==> src/rtl/dmu_sio_pkg.sv <==
// dmu_sio_pkg: shared field positions, entry type and parity helper for the SIU response receiver
package dmu_sio_pkg;
  localparam int TYPE_HI = 127;
  localparam int TYPE_LO = 122;
  localparam int TAG_HI = 79;
  localparam int TAG_LO = 64;
  localparam int PAYLOAD_BEATS = 4;
  localparam int GAP_CYCLES = 1;
  typedef enum logic [1:0] {IDLE, GAP, BEAT} rcv_state_t;
  typedef struct packed {
    logic [5:0] rtype;
    logic [15:0] tag;
    logic has_data;
    logic par_err;
    logic [511:0] data;
  } rsp_entry_t;
  function automatic logic odd_par_ok(input logic [127:0] d, input logic [7:0] p);
    logic ok;
    ok = 1'b1;
    for (int i = 0; i < 8; i++) ok &= (^d[16*i +: 16]) ^ p[i];
    return ok;
  endfunction
endpackage

==> src/rtl/dmu_sio_rsp_fifo.sv <==
// dmu_sio_rsp_fifo: response queue; push and pop may coincide at any occupancy
module dmu_sio_rsp_fifo
  import dmu_sio_pkg::*;
#(
  parameter int DEPTH = 4,
  parameter int PTR_W = 2
) (
  input  logic             iol2clk,
  input  logic             rst_l,
  input  logic             push,
  input  logic             pop,
  input  rsp_entry_t       wdata,
  output rsp_entry_t       head,
  output logic             vld,
  output logic [PTR_W:0]   count
);
  rsp_entry_t mem [DEPTH];
  logic [PTR_W-1:0] wr_ptr, rd_ptr;
  logic do_pop;
  assign vld = count != '0;
  assign do_pop = pop & vld;
  assign head = mem[rd_ptr];
  always_ff @(posedge iol2clk or negedge rst_l)
    if (!rst_l) begin
      for (int i = 0; i < DEPTH; i++) mem[i] <= '0;
      wr_ptr <= '0;
      rd_ptr <= '0;
      count <= '0;
    end else begin
      if (push) mem[wr_ptr] <= wdata;
      wr_ptr <= wr_ptr + {{(PTR_W-1){1'b0}}, push};
      rd_ptr <= rd_ptr + {{(PTR_W-1){1'b0}}, do_pop};
      count <= count + {{PTR_W{1'b0}}, push} - {{PTR_W{1'b0}}, do_pop};
    end
endmodule

==> src/rtl/dmu_sio_rsp_rcv.sv <==
// dmu_sio_rsp_rcv: receives SIU response packets, checks parity and queues them for the DMU
module dmu_sio_rsp_rcv
  import dmu_sio_pkg::*;
#(
  parameter int DEPTH = 4,
  parameter int PTR_W = 2
) (
  input  logic         iol2clk,
  input  logic         rst_l,
  input  logic         sio_dmu_hdr_vld,
  input  logic         sio_dmu_datareq,
  input  logic [127:0] sio_dmu_data,
  input  logic [7:0]   sio_dmu_parity,
  output logic         rsp_vld,
  input  logic         rsp_rdy,
  output logic [5:0]   rsp_type,
  output logic [15:0]  rsp_tag,
  output logic         rsp_has_data,
  output logic [511:0] rsp_data,
  output logic         rsp_par_err,
  output logic         dmu_sio_credit_ret,
  output logic         err_par_sticky,
  output logic         err_ovf_sticky,
  output logic         err_proto_sticky
);
  rcv_state_t state;
  logic [1:0] cnt;
  rsp_entry_t cur, wdata, head;
  logic [PTR_W:0] count;
  logic par_ok, pop, idle, accept, last, push;
  assign par_ok = odd_par_ok(sio_dmu_data, sio_dmu_parity);
  assign pop = rsp_vld & rsp_rdy;
  assign idle = state == IDLE;
  // a same-cycle dequeue frees its slot before the room check
  assign accept = idle & sio_dmu_hdr_vld & ((count - {{PTR_W{1'b0}}, pop}) != (PTR_W+1)'(DEPTH));
  assign last = (state == BEAT) & (cnt == 2'(PAYLOAD_BEATS - 1));
  assign push = (accept & ~sio_dmu_datareq) | last;
  always_comb begin
    wdata = cur;
    wdata.has_data = 1'b1;
    wdata.par_err = cur.par_err | ~par_ok;
    wdata.data[511:384] = sio_dmu_data;
    if (!last) wdata = rsp_entry_t'{rtype: sio_dmu_data[TYPE_HI:TYPE_LO], tag: sio_dmu_data[TAG_HI:TAG_LO],
                                   has_data: 1'b0, par_err: ~par_ok, data: '0};
  end
  always_ff @(posedge iol2clk or negedge rst_l)
    if (!rst_l) begin
      state <= IDLE;
      cnt <= '0;
      cur <= '0;
      dmu_sio_credit_ret <= 1'b0;
      err_par_sticky <= 1'b0;
      err_ovf_sticky <= 1'b0;
      err_proto_sticky <= 1'b0;
    end else begin
      dmu_sio_credit_ret <= pop;
      if (((sio_dmu_hdr_vld & idle) | (state == BEAT)) & ~par_ok) err_par_sticky <= 1'b1;
      if (idle & sio_dmu_hdr_vld & ~accept) err_ovf_sticky <= 1'b1;
      if (~idle & sio_dmu_hdr_vld) err_proto_sticky <= 1'b1;
      case (state)
        IDLE: if (accept & sio_dmu_datareq) begin
          state <= GAP;
          cur <= wdata;
        end
        GAP: begin
          state <= BEAT;
          cnt <= '0;
        end
        default: begin
          cur.data[{cnt, 7'd0} +: 128] <= sio_dmu_data;
          cur.par_err <= cur.par_err | ~par_ok;
          cnt <= cnt + 2'd1;
          if (last) state <= IDLE;
        end
      endcase
    end
  dmu_sio_rsp_fifo #(.DEPTH(DEPTH), .PTR_W(PTR_W)) u_fifo (
    .iol2clk(iol2clk),
    .rst_l(rst_l),
    .push(push),
    .pop(pop),
    .wdata(wdata),
    .head(head),
    .vld(rsp_vld),
    .count(count)
  );
  assign rsp_type = head.rtype;
  assign rsp_tag = head.tag;
  assign rsp_has_data = head.has_data;
  assign rsp_data = head.data;
  assign rsp_par_err = head.par_err;
endmodule

==> config.mk <==
export PLATFORM = sky130hd
export DESIGN_NAME = dmu_sio_rsp_rcv
export DESIGN_NICKNAME = d
export VERILOG_FILES = /design/src/rtl/dmu_sio_pkg.sv /design/src/rtl/dmu_sio_rsp_fifo.sv /design/src/rtl/dmu_sio_rsp_rcv.sv
export SDC_FILE = /design/constraint.sdc
export NUM_CORES = 2
export LEC_CHECK = 0
export ABC_AREA = 1
export CORE_UTILIZATION = 30
export CTS_CLUSTER_SIZE = 20
export DETAILED_ROUTE_END_ITERATION = 16
export SETUP_SLACK_MARGIN = 0.1
export SLEW_MARGIN = 5
export SYNTH_ARGS = -nofsm -noshare
export SYNTH_HDL_FRONTEND = slang
export SYNTH_SLANG_ARGS = --single-unit
==> constraint.sdc <==
create_clock -name iol2clk -period 2.6 [get_ports iol2clk]
set_clock_uncertainty 0.15 [all_clocks]
set_input_delay 0.52 -clock iol2clk [delete_from_list [all_inputs] [get_ports iol2clk]]
set_output_delay 0.52 -clock iol2clk [all_outputs]
set_load 0.03 [all_outputs]
# == Yosys cells after proc, flatten, opt, wreduce, memory -nomap -nowiden ==
# Cells that the tools add are included.
# op_classes
n_shift,2
magnitude_cmp,3
n_eq_ne,5
n_mux,14
reduce_logical,15
add_sub_neg,7
bitwise_logic,35
# op_table
op,count
$bwmux W2144,1
$mux W536,4
$bmux W536 S2,1
$demux W536 S2,1
$pmux W513 S2,1
$mux W513,1
$bwmux W512,1
$shift A128 B11 Y512 const A,1
$shiftx A128 B11 Y512,1
$reduce_xor A16 Y1,8
$and A1 B1 Y1,17
$neg A9 Y11,1
$pmux W2 S2,2
$xor A1 B1 Y1,8
$ge A3 B3 Y1 const B,2
$not A2 Y3,2
$reduce_and A2 Y1,3
$reduce_bool A3 Y1,2
$sub A3 B1 Y3,2
$not A1 Y1,5
$add A2 B1 Y2,2
$eq A2 B2 Y1 const B,2
$mux W2,2
$add A3 B1 Y3,1
other kinds (8),10
# word_totals
ff_bits,2694
out_inout_bits,541
input_bits,141

# == Depth between registers and ports, before layout ==
# depth
depth_word,14
ltp_mapped,17
mapped_depth_nobuf,17

# == Hierarchy ==
# Synthesis repeated with hierarchy kept, for this count alone.
# hier_totals
hier_cells,13906
area_unflattened_um2,114310.9
# by_module_without_submodules
module,seq_area_each_um2,cells_per_inst,n_inst,area_each_um2
dmu_sio_rsp_fifo,53826.6,11057,1,93121.8
dmu_sio_rsp_rcv,10385.0,2849,1,21189.1

# == Least setup slack after synthesis ==
# Ideal clock, no wire load.
# synth_path
path_kind,input to register
startpoint,input rsp_rdy
endpoint,register u_fifo.mem[785] (netlist bit)
n_path_buf,3
slack_ps,-193
arrival_ps,2513
required_ps,2320
cell_stages,13
setup_time_ps,130
cell_sequence,a21boi_0 > ha_1 > inv_1 > a211oi_1 > o21ai_0 > nand2_1 > o22ai_2 > nand3_1 > buf_2 > clkbuf_1 > clkbuf_1 > nand2_1 > o21ai_0
# synth_between
elab_chain_len,6
# synth_lines
item,line_no,text
"start, declared",dmu_sio_rsp_rcv.sv:15,"input logic rsp_rdy,"
$and A1 B1 Y1,dmu_sio_rsp_rcv.sv:32,assign pop = rsp_vld & rsp_rdy;
$sub A3 B1 Y3,dmu_sio_rsp_rcv.sv:35,"assign accept = idle & sio_dmu_hdr_vld & ((count - {{PTR_W{1'b0}}, pop}) != (PTR_W+1)'(DEPTH));"
$ne A3 B3 Y1,dmu_sio_rsp_rcv.sv:35,
$and A1 B1 Y1,dmu_sio_rsp_rcv.sv:35,
$and A1 B1 Y1,dmu_sio_rsp_rcv.sv:37,assign push = (accept & ~sio_dmu_datareq) | last;
$or A1 B1 Y1,dmu_sio_rsp_rcv.sv:37,
"end signal, assigned by index",dmu_sio_rsp_fifo.sv:30,if (push) mem[wr_ptr] <= wdata;
"end, declared",dmu_sio_rsp_fifo.sv:17,rsp_entry_t mem [DEPTH];
# No other way between the ends.
# A chain may end at the register's enable or synchronous reset.

# == Worst setup path in the final report ==
# layout_path
startpoint,register u_fifo.rd_ptr[0]
endpoint,output rsp_data[257]
# layout_between
elab_chain_len,4
# layout_lines
item,line_no,text
"start, declared",dmu_sio_rsp_fifo.sv:18,"logic [PTR_W-1:0] wr_ptr, rd_ptr;"
"start signal, assigned",dmu_sio_rsp_fifo.sv:32,"rd_ptr <= rd_ptr + {{(PTR_W-1){1'b0}}, do_pop};"
$not A2 Y3 (not written as such),dmu_sio_rsp_fifo.sv:22,assign head = mem[rd_ptr];
$bmux W536 S2,dmu_sio_rsp_fifo.sv:22,
$mux W536 (not written as such) (2 in a row),dmu_sio_rsp_fifo.sv:22,
"end, declared",dmu_sio_rsp_rcv.sv:19,"output logic [511:0] rsp_data,"
# No other way between the ends. The select of a mux whose other input is x is not followed.

==> metrics <==
antenna violations before repair=48; Primary FF master, synth=dfrtp_1; GP Congestion=between 0.9 and 1; initial detailed-routing violation count=12.1k; outcome=complete, but fails checks; Synth-to-Final Area Change=35.3%; failing checks=negative setup slack; hold path cells=4; Max FO, Critical Path=31; most frequent cells after synthesis=o21ai_0, nand2_1, dfrtp_1, nor2_1, clkbuf_1; Root Driver=clkbuf_16; Tot Pwr=206 mW; Clock Path Buffers=4; total CTS buffers=298; Clock H-tree levels=5; Worst Setup End Kind=output pin; via count of the routed design=102k; top area cells in the synthesized netlist=dfrtp_1, o21ai_0, nand2_1, nor2_1, clkbuf_1; dominant cell type by area after synthesis=dfrtp_1; Worst-path clk slew=0.06 ns; Slowest-stage cell, CP=dfrtp_4; pwr dens=between 1000 and 1500 nW/µm²; Final Hold Fails=0; synthesized area per cell=8.55 µm²; maximum VDD drop=0.000898 V; Least-Margin Pin Slew=between 0.7 and 0.8 ns; setup slack, reg-to-reg=-0.41 ns; die span in y=roughly 610 µm; worst hold path startpoint=sio_dmu_data[6]; minimum clock period=3.56 ns; # port buffers=681; end of the worst register-to-register path=u_fifo.mem[1872]$_DFFE_PN0P_; worst r2r src=u_fifo.count[1]$_DFF_PN0_; Yosys reg bits=roughly 2.6k; Setup WS post-layout=-0.960 ns; drt drc=0; ratio of cells with drive above 1 in the final layout=18.0%; Arrival @ worst endpoint=around 2.9 ns; Final period util=137%; Cell Rows=222; Worst EP required=1.93 ns; Rel. slew slack=between 40% and 50%; Synth Warn #=0; global-route wire length before repair=682000 µm; final instance area=150000 µm²; top-area cell type share of the netlist area=58.0%; top-count cell post-synth=o21ai_0; clock net sink count=2566; CP startpoint kind=register; drt wl/cell=25.0 µm; GRT Resource Usage Total=24.9%; largest net degree at the start of global routing=84; Final setup viols=3051; Detail Route Antenna Nets=0; Worst path depth=8; critical path cell sequence=buf_6, buf_12, buf_12, buf_12, o21ai_0, o22ai_1, buf_4, buf_12; Cells after Synth=13.0k; buffers plus inverters on the worst setup path=6; Max Freq=281 MHz; placed cell area=135000 µm²; IO Count=682; GRT overflow=0; Cell Area, Synth=roughly 110000 µm²; Die X-Extent=610 µm; Die Area=about 370000 µm²; post-synthesis net count=13.1k; Crit Path Category=register to output pin; worst reg2reg path depth=13; max_cap viols=0; initial core utilization=a little under a third; dpl hpwl=329000 µm; post-synthesis sequential area ratio=between 50% and 60%; Crit path max-delay family=buffers and inverters; Core ar.=~370000 µm²; final wirelength=481000 µm; min-delay worst type=input port to register; Most common cell on crit path=buf_12; max incr delay on CP=0.45 ns; Post-synth EDFFs=0; TritonRoute pass-1 iters=7; Post-synth ARST share=100%; Clock Latency Late Sink=0.95 ns; # fillers=35.9k; Distinct cells, synth=30; routed vias/inst=5.29; hold endpoint=cur[262]$_DFFE_PN0P_; Max Slew Vio Count=0; final setup TNS=-981.56 ns; CTS tree=done; RSZ-0062 raised after global routing=true; # nets final=14.3k; vias in the first global route=94.8k; cell leakage power=65.7 nW
metrics by stage:
stage	instances	setup WS, ns	util (%)	hold slack [ns]
final	19300	-0.960	40.9	0.0908
after global routing	19300	-1.01	40.9	0.0608
after CTS	19200	-0.973	40.4	0.0127
after detailed placement	18600	-0.958	36.9	0.310
after global placement	18600	-0.978	36.9	0.306
after floorplan	13000	-0.106	-	0.0744
per-layer routing:
layer / global-route usage, % / vias to the layer above / part of all wire [%]
met1: 32.3 / 50500 / 40
li1: - / 46000 / -
met4: 16.8 / 16 / 7.2
met5: 0 / - / 0.019
met3: 5.74 / 876 / 8.6
met2: 37.0 / 4573 / 44
worst reg2reg max path: stages (launching register included):
cell      delay (ns)
dfrtp_1         0.39
nor2_2          0.19
a21boi_4        0.08
ha_1            0.28
inv_1           0.05
a211oi_1        0.19
o21ai_1         0.15
nand2_1         0.13
o22ai_4         0.12
buf_4           0.20
nand2_8         0.18
buf_12          0.34
buf_12          0.30
o21ai_0         0.12
how the worst max path moves through the flow:
stage                                     startpoint                           end  slack, ns
after floorplan           u_fifo.rd_ptr[0]$_DFF_PN0_                   rsp_data[0]      -0.11
after global placement                       rsp_rdy  u_fifo.mem[1872]$_DFFE_PN0P_      -0.98
after detailed placement                     rsp_rdy  u_fifo.mem[1872]$_DFFE_PN0P_      -0.96
after CTS                 u_fifo.rd_ptr[1]$_DFF_PN0_                 rsp_data[315]      -0.97
after global routing      u_fifo.rd_ptr[0]$_DFF_PN0_                 rsp_data[312]      -1.01
final                     u_fifo.rd_ptr[0]$_DFF_PN0_                 rsp_data[257]      -0.96
registers in the layout (all words and copies together) (netlist names), 2 cells and up:
| name | flops |
|---|---|
| u_fifo.count | 3 |
| u_fifo.wr_ptr | 2 |
| u_fifo.mem | 2144 |
| cnt | 2 |
| cur | 407 |
| state | 2 |
| u_fifo.rd_ptr | 2 |
cells in the final DEF (no fill, tap or decap), drive strengths merged, types with 2 or more instances in the layout:
cell	synthesis	final
a31oi	72	72
diode	0	50
a21oi	8	8
clkinvlp	0	8
clkbuf	906	461
nor2	1165	1165
bufbuf	0	17
nand4	249	249
o21bai	2	2
clkdlybuf4s50	0	126
clkinv	1	61
xor2	29	29
bufinv	0	12
nand2	2947	2947
dfrtp	2566	2566
ha	9	9
nor4	3	3
o21ai	3525	3525
inv	488	500
nand3b	6	6
xnor2	45	45
nand3	185	185
o22ai	538	538
dlygate4sd3	0	8
buf	187	1852
o21a	17	17
layout make-up:
cell class | instances | area (µm²) | area share, %
Timing Repair Buffer | 2028 | 26000 | 17.3
Inverter | 489 | 1900 | 1.26
Tap cell | 4816 | 6030 | 4.02
Clock inverter | 90 | 1070 | 0.714
Clock buffer | 436 | 8620 | 5.75
Timing Repair inverter | 2 | 31.3 | 0.0209
Sequential cell | 2566 | 64200 | 42.9
Antenna cell | 50 | 125 | 0.0835
Multi-Input combinational cell | 8804 | 41900 | 28.0
kinds of logic after synthesis:
group | synth area share, %
buffers and inverters | 5.50
and+or+nand+nor | 16.2
xor gates and xnor gates | 0.585
DFF | 58.0
AOI/OAI and AO/OA | 19.6
adders and majority gates | 0.120
where the power goes:
part           internal [mW]  leakage [nW]  switching (mW)
combinational           46.0          25.9            64.8
sequential              48.5          35.0            4.76
clock                   24.4          4.75            17.9
what timing repair did:
action,CTS,global route
resized for setup,234,288
hold buffers,8,0
endpoints found under the hold margin,960,0
endpoints found under the setup margin,3069,3093
gates cloned,49,26
buffers inserted,44,20
pin swaps,39,57
Power figures use the tool's default switching activity.
